`src/rtl/operand_triplet_loader_pkg.sv`:
```
// Shared types and defaults for the operand triplet loader.
//   state_e   : loader FSM states (COLLECT gathers bytes, FULL holds a
//               completed triplet until the output register frees up).
//   triplet_t : one (a,b,c) operand group plus its partial/last flags,
//               at the default operand width.
package operand_triplet_loader_pkg;

  localparam int unsigned DEF_DATA_W = 8;
  localparam logic [DEF_DATA_W-1:0] DEF_PAD_VALUE = 8'h00;

  typedef enum logic {
    COLLECT = 1'b0,
    FULL    = 1'b1
  } state_e;

  typedef struct packed {
    logic [DEF_DATA_W-1:0] a;
    logic [DEF_DATA_W-1:0] b;
    logic [DEF_DATA_W-1:0] c;
    logic                  partial;
    logic                  last;
  } triplet_t;

endpackage

```
`src/rtl/operand_triplet_loader_out_reg.sv`:
```
// triplet_out_reg: registered valid/ready output stage for one triplet.
//   clk, rst_n      : clock, async active-low reset
//   load            : capture load_* this cycle (caller only asserts it
//                     when the register is empty or being consumed)
//   load_a/b/c      : operand values to capture
//   load_partial    : captured triplet has padded slots
//   load_last       : captured triplet closes its frame
//   out_ready       : downstream accepts the held triplet
//   out_a/b/c, out_valid, out_partial, out_last : registered outputs
module triplet_out_reg #(
  parameter int unsigned DATA_W = 8
) (
  input  logic              clk,
  input  logic              rst_n,
  input  logic              load,
  input  logic [DATA_W-1:0] load_a,
  input  logic [DATA_W-1:0] load_b,
  input  logic [DATA_W-1:0] load_c,
  input  logic              load_partial,
  input  logic              load_last,
  input  logic              out_ready,
  output logic [DATA_W-1:0] out_a,
  output logic [DATA_W-1:0] out_b,
  output logic [DATA_W-1:0] out_c,
  output logic              out_valid,
  output logic              out_partial,
  output logic              out_last
);

  logic [DATA_W-1:0] a_q, a_d, b_q, b_d, c_q, c_d;
  logic              valid_q, valid_d;
  logic              partial_q, partial_d;
  logic              last_q, last_d;

  always_comb begin
    a_d       = a_q;
    b_d       = b_q;
    c_d       = c_q;
    partial_d = partial_q;
    last_d    = last_q;
    valid_d   = valid_q;
    if (load) begin
      a_d       = load_a;
      b_d       = load_b;
      c_d       = load_c;
      partial_d = load_partial;
      last_d    = load_last;
      valid_d   = 1'b1;
    end else if (valid_q && out_ready) begin
      valid_d = 1'b0;
    end
  end

  always_ff @(posedge clk or negedge rst_n) begin
    if (!rst_n) begin
      a_q       <= '0;
      b_q       <= '0;
      c_q       <= '0;
      partial_q <= 1'b0;
      last_q    <= 1'b0;
      valid_q   <= 1'b0;
    end else begin
      a_q       <= a_d;
      b_q       <= b_d;
      c_q       <= c_d;
      partial_q <= partial_d;
      last_q    <= last_d;
      valid_q   <= valid_d;
    end
  end

  assign out_a       = a_q;
  assign out_b       = b_q;
  assign out_c       = c_q;
  assign out_valid   = valid_q;
  assign out_partial = partial_q;
  assign out_last    = last_q;

endmodule

```
`src/rtl/operand_triplet_loader.sv`:
```
// operand_triplet_loader: groups a valid/ready byte stream into (a,b,c)
// triplets for the three-operand compute stage. Frames ending mid-triplet
// are padded with PAD_VALUE and flagged partial; partial_cnt counts
// partial triplets handed downstream (saturating).
//   clk, rst_n                  : clock, async active-low reset
//   in_data/in_valid/in_last    : input byte stream, in_ready back-pressure
//   out_a/out_b/out_c/out_valid : registered triplet, out_ready from consumer
//   out_partial, out_last       : triplet padded / closes its frame
//   partial_cnt                 : partial triplets emitted since reset
module operand_triplet_loader
  import operand_triplet_loader_pkg::*;
#(
  parameter int unsigned       DATA_W    = DEF_DATA_W,
  parameter logic [DATA_W-1:0] PAD_VALUE = DATA_W'(DEF_PAD_VALUE),
  parameter int unsigned       CNT_W     = 8
) (
  input  logic              clk,
  input  logic              rst_n,
  input  logic [DATA_W-1:0] in_data,
  input  logic              in_valid,
  input  logic              in_last,
  output logic              in_ready,
  output logic [DATA_W-1:0] out_a,
  output logic [DATA_W-1:0] out_b,
  output logic [DATA_W-1:0] out_c,
  output logic              out_valid,
  input  logic              out_ready,
  output logic              out_partial,
  output logic              out_last,
  output logic [CNT_W-1:0]  partial_cnt
);

  state_e            state_q, state_d;
  logic [1:0]        idx_q, idx_d;
  logic [DATA_W-1:0] col_a_q, col_a_d, col_b_q, col_b_d, col_c_q, col_c_d;
  logic              col_partial_q, col_partial_d;
  logic              col_last_q, col_last_d;
  logic [CNT_W-1:0]  partial_cnt_q, partial_cnt_d;

  logic              accept, complete, out_free;
  logic [DATA_W-1:0] m_a, m_b, m_c;
  logic              m_partial;

  logic              load;
  logic [DATA_W-1:0] load_a, load_b, load_c;
  logic              load_partial, load_last;

  assign in_ready = (state_q == COLLECT);
  assign accept   = in_valid && in_ready;
  assign complete = accept && ((idx_q == 2'd2) || in_last);
  assign out_free = !out_valid || out_ready;

  // Triplet as it would look if the current byte completes it: the byte
  // lands in slot idx, earlier slots come from the collection regs and
  // later slots are padding.
  always_comb begin
    m_a       = (idx_q == 2'd0) ? in_data : col_a_q;
    m_b       = (idx_q == 2'd1) ? in_data :
                (idx_q == 2'd2) ? col_b_q : PAD_VALUE;
    m_c       = (idx_q == 2'd2) ? in_data : PAD_VALUE;
    m_partial = (idx_q != 2'd2);
  end

  always_comb begin
    state_d       = state_q;
    idx_d         = idx_q;
    col_a_d       = col_a_q;
    col_b_d       = col_b_q;
    col_c_d       = col_c_q;
    col_partial_d = col_partial_q;
    col_last_d    = col_last_q;
    load          = 1'b0;
    load_a        = col_a_q;
    load_b        = col_b_q;
    load_c        = col_c_q;
    load_partial  = col_partial_q;
    load_last     = col_last_q;

    unique case (state_q)
      COLLECT: begin
        if (complete) begin
          idx_d = 2'd0;
          if (out_free) begin
            // Bypass the collection regs so the triplet appears one
            // cycle after its completing byte.
            load         = 1'b1;
            load_a       = m_a;
            load_b       = m_b;
            load_c       = m_c;
            load_partial = m_partial;
            load_last    = in_last;
          end else begin
            col_a_d       = m_a;
            col_b_d       = m_b;
            col_c_d       = m_c;
            col_partial_d = m_partial;
            col_last_d    = in_last;
            state_d       = FULL;
          end
        end else if (accept) begin
          if (idx_q == 2'd0) col_a_d = in_data;
          else               col_b_d = in_data;
          idx_d = idx_q + 2'd1;
        end
      end
      FULL: begin
        if (out_free) begin
          load    = 1'b1;
          state_d = COLLECT;
        end
      end
      default: state_d = COLLECT;
    endcase
  end

  always_comb begin
    partial_cnt_d = partial_cnt_q;
    if (out_valid && out_ready && out_partial && (partial_cnt_q != '1))
      partial_cnt_d = partial_cnt_q + CNT_W'(1);
  end

  always_ff @(posedge clk or negedge rst_n) begin
    if (!rst_n) begin
      state_q       <= COLLECT;
      idx_q         <= '0;
      col_a_q       <= '0;
      col_b_q       <= '0;
      col_c_q       <= '0;
      col_partial_q <= 1'b0;
      col_last_q    <= 1'b0;
      partial_cnt_q <= '0;
    end else begin
      state_q       <= state_d;
      idx_q         <= idx_d;
      col_a_q       <= col_a_d;
      col_b_q       <= col_b_d;
      col_c_q       <= col_c_d;
      col_partial_q <= col_partial_d;
      col_last_q    <= col_last_d;
      partial_cnt_q <= partial_cnt_d;
    end
  end

  assign partial_cnt = partial_cnt_q;

  triplet_out_reg #(
    .DATA_W (DATA_W)
  ) u_out_reg (
    .clk          (clk),
    .rst_n        (rst_n),
    .load         (load),
    .load_a       (load_a),
    .load_b       (load_b),
    .load_c       (load_c),
    .load_partial (load_partial),
    .load_last    (load_last),
    .out_ready    (out_ready),
    .out_a        (out_a),
    .out_b        (out_b),
    .out_c        (out_c),
    .out_valid    (out_valid),
    .out_partial  (out_partial),
    .out_last     (out_last)
  );

endmodule

```
`config.mk`:
```
export PLATFORM = sky130hd
export DESIGN_NAME = operand_triplet_loader
export DESIGN_NICKNAME = d
export VERILOG_FILES = /design/src/rtl/operand_triplet_loader_pkg.sv /design/src/rtl/operand_triplet_loader_out_reg.sv /design/src/rtl/operand_triplet_loader.sv
export SDC_FILE = /design/constraint.sdc
export NUM_CORES = 1
export LEC_CHECK = 0
export BUFFER_PORTS_ARGS = -buffer_cell sky130_fd_sc_hd__buf_4
export CORE_ASPECT_RATIO = 0.6
export CORE_UTILIZATION = 45
export CTS_CLUSTER_SIZE = 20
export DETAILED_ROUTE_END_ITERATION = 12
export PLACE_DENSITY = 0.77
export REMOVE_ABC_BUFFERS = 1
export SYNTH_ARGS = -nofsm -noshare
export SYNTH_HDL_FRONTEND = slang
export SYNTH_SLANG_ARGS = --single-unit
```
`constraint.sdc`:
```
create_clock -name clk -period 2.25 [get_ports clk]
set_input_delay 0.225 -clock clk [delete_from_list [all_inputs] [get_ports clk]]
set_output_delay 0.225 -clock clk [all_outputs]
set_load 0.03 [all_outputs]
```
==> flow_metrics.py <==
metrics = {
    "outcome": {
        "status": "finished, violations left",
        "violations": "hold timing",
    },
    "grt": {
        "grt_pass1_vias": 2464,
        "grt_use_met3_pct": 7.81,
        "grt_max_degree": 65,
        "overflow": 0,
        "antenna_found_initial": 0,
        "grt_usage_pct": 21.1,
        "busiest_layer": "met2",
        "grt_pass1_wl_mm": 11.9,
        "grt_use_met1_pct": 28.3,
        "met2_usage_pct": 32.5,
    },
    "die": {
        "dieHeight_um": 67.3,
        "fp.coreArea_sq_um": 6760,
        "rows": 23,
        "pin_count": 49,
        "floorplan.initialDensity_pct": 47.2,
        "die_width_um": 111,
        "dieArea_sq_um": 7450,
    },
    "sta": {
        "finalHoldViolCount": 12,
        "worstMarginPinSlew_ns": 0.805,
        "hold_ws_ns": -0.00881,
        "post-route-period-util_pct": 90.7,
        "setup_viol": 0,
        "setup_tns_ns": 0,
        "rsz0062_at_grt": "false",
        "max_freq_mhz": 490,
        "finClkSkew_ns": 0.00755,
        "finalMaxSlewViolations": 0,
        "min_period_ns": 2.04,
        "slew_headroom_pct": 46.4,
    },
    "synthesis": {
        "syn_inst": 322,
        "yosys.area_share.simple_pct": 16.3,
        "yosysWarningCount": 0,
        "synth_seq_cells": 64,
        "synth_area_leaders": "dfrtp_1 (50%), nand2_1 (8.9%), mux2i_1 (8.5%)",
        "synth_xor_xnor_area_share_pct": 1.10,
        "synth-seq-area-share_pct": 50.2,
        "synth_edf_count": 0,
        "synth_fa_ha_area_share_pct": 1.96,
        "syn_area_sq_um": 3190,
        "synth_top_area_share_pct": 50.2,
        "synth_compound_area_share_pct": 14.0,
        "post-synth-top-area-cell": "dfrtp_1",
        "synth.area.mux_share_pct": 12.2,
        "avgSynthCellArea_sq_um": 9.92,
        "async_flop_share_pct": 100,
        "ys_types": 41,
        "synth_top_family_by_area": "simple AND/OR/NAND/NOR gates",
        "synth_ff_type": "dfrtp_1",
    },
    "detailed_routing": {
        "dr.pass1.iters": 4,
        "routed_wl_mm": 7.04,
        "vias": 2480,
        "ant_nets": 0,
        "avgRoutedWirePerCell_um": 15.1,
        "vias_per_cell": 5.32,
        "drc_errors": 0,
        "drt_iter0_drc": 115,
    },
    "placed_design": {
        "port_buffers": 48,
        "place_hpwl_mm": 5.02,
        "dp_cells": 450,
        "place_area_sq_um": 3630,
        "gp_congestion": 0.854,
    },
    "finish": {
        "final_core_util_pct": 58.3,
        "stdcell_area_sq_um": 3940,
        "stdcell_count": 466,
        "nNetsFinal": 392,
        "num_antenna_cells": 0,
        "fillers": 576,
        "drive_gt1_share_pct": 23.7,
        "area.growth.synth_to_final_pct": 23.5,
    },
    "clock_network": {
        "holdBufCountCts": 0,
        "cts_num_sinks": 64,
        "ctsHtreeMaxLevel": 3,
        "post-cts-setup-buffers": 0,
        "clock_path_buffers": 2,
        "cts_resized": 0,
        "clkLatencyLatePin_ns": 0.33,
        "cts_tree": "built",
        "cts-root-buf": "clkbuf_16",
        "clkTransAtPathRegs_ns": 0.05,
        "cts_buffers": 9,
    },
    "power": {
        "vdd_drop_max_mv": 0.686,
        "total_leakage_power_nw": 1.85,
        "power.density_nw_per_um2": 1300,
    },
    "flow_run": {
        "maxCapViolations": 0,
    },
    "worst_setup_path": {
        "endpoint_kind": "flip-flop",
        "crit_chain": "inv_1 > ha_1 > buf_4 > or3b_2 > o211ai_2 > o21ai_0",
        "crit_path_start_kind": "flip-flop",
        "critPathMaxStageDelay_ns": 0.46,
        "cp_slowest_cell": "or3b_2",
        "required_ns": 2.42,
        "cp_max_fo": 16,
        "crit_type": "reg2reg",
        "cp.arrival_ns": 2.21,
    },
    "worst_hold_path": {
        "hold_class": "in2async",
    },
}
-- synth_stat cells, types with 3 or more instances --
library cell / number
nand2_1: 76
dfrtp_1: 64
o21ai_0: 48
mux2i_1: 27
nor2_1: 9
nand4_1: 8
buf_2: 7
a211oi_1: 6
a21boi_0: 5
buf_6: 5
clkbuf_1: 5
ha_1: 5
inv_1: 5
mux2_4: 5
nand3_1: 5
o21ai_1: 5
a31oi_1: 3
and3_1: 3
mux2_2: 3
-- worst max-delay path, delay by kind of cell (launching register included) --
family          cells  cell delay (ns)
fa+ha+maj           1             0.30
compound gates      2             0.46
flops               1             0.34
buf+inv             2             0.31
simple gates        1             0.46
-- kinds of logic (layout without fill, tap and decap cells) --
family / after synthesis / count (layout)
AO/OA/AOI/OAI: 76 / 76
adder cells (fa/ha/maj): 5 / 5
multiplexers: 36 / 36
XOR/XNOR: 4 / 4
flip-flops: 64 / 64
AND/OR/NAND/NOR: 114 / 114
buffers and inverters: 23 / 80
-- sequential cells by signal, summed over array words and instances, names as in the netlist --
name and cells:
col_a_q 8, col_b_q 8, col_c_q 8, col_last_q 1, col_partial_q 1, idx_q 2, partial_cnt 8, state_q 1
u_out_reg.out_a 8, u_out_reg.out_b 8, u_out_reg.out_c 8, u_out_reg.out_last 1, u_out_reg.out_partial 1, u_out_reg.out_valid 1
-- layout by cell type, fill, tap and decap left out, types with 5 or more instances in the layout --
master / synthesis / final
a211oi_1: 6 / 6
a21boi_0: 5 / 5
buf_4: 1 / 59
clkbuf_16: 0 / 9
dfrtp_1: 64 / 64
ha_1: 5 / 5
inv_1: 5 / 5
mux2_4: 5 / 5
mux2i_1: 27 / 27
nand2_1: 76 / 76
nand3_1: 5 / 5
nand4_1: 8 / 8
nor2_1: 9 / 9
o21ai_0: 48 / 48
o21ai_1: 5 / 5
-- cell type report --
type	instances	area, sq um	area share [%]
clock buffer	13	250	6.35
timing repair buffer	59	443	11.2
clock inverter	3	65.1	1.65
inverter	5	18.8	0.476
tap	87	109	2.76
sequential	64	1600	40.6
multi-input combinational	235	1460	36.9
-- final timing paths --
check / start / endpoint / slack (ns) / cells past startpoint
max: idx_q[0]$_DFFE_PN0P_ / col_b_q[4]$_DFFE_PN0P_ / 0.21 / 6
min: rst_n / u_out_reg.out_b[1]$_DFFE_PN0P_ / -0.009 / 1
max reg2reg: idx_q[0]$_DFFE_PN0P_ / col_b_q[4]$_DFFE_PN0P_ / 0.21 / 6
min reg2reg: col_c_q[2]$_DFFE_PN0P_ / col_c_q[2]$_DFFE_PN0P_ / 0.47 / 2
max in group asynchronous: rst_n / col_c_q[6]$_DFFE_PN0P_ / 1.73 / 1
min in group clk: in_data[7] / col_a_q[7]$_DFFE_PN0P_ / 0.19 / 2
-- routing by layer --
layer / part of all wire (%) / up-vias
li1: - / 1224
met1: 49 / 1204
met2: 46 / 50
met3: 4.7 / 2
met4: 0.36 / 0
met5: 0 / -
-- power breakdown --
group	switching, mW	total, mW	internal, mW
Clock	0.465	1.46	0.998
Combinational	1.09	1.81	0.722
Sequential	0.271	1.83	1.56
-- through the flow --
stage	total power [mW]	worst slack (ns)
6_report	5.11	0.210
5_1_grt	5.43	0.0666
4_1_cts	5.17	0.239
3_5_place_dp	3.67	0.265
3_3_place_gp	3.60	0.355
2_1_floorplan	3.00	-0.248
Note: power is estimated with default switching activity, not from simulation.
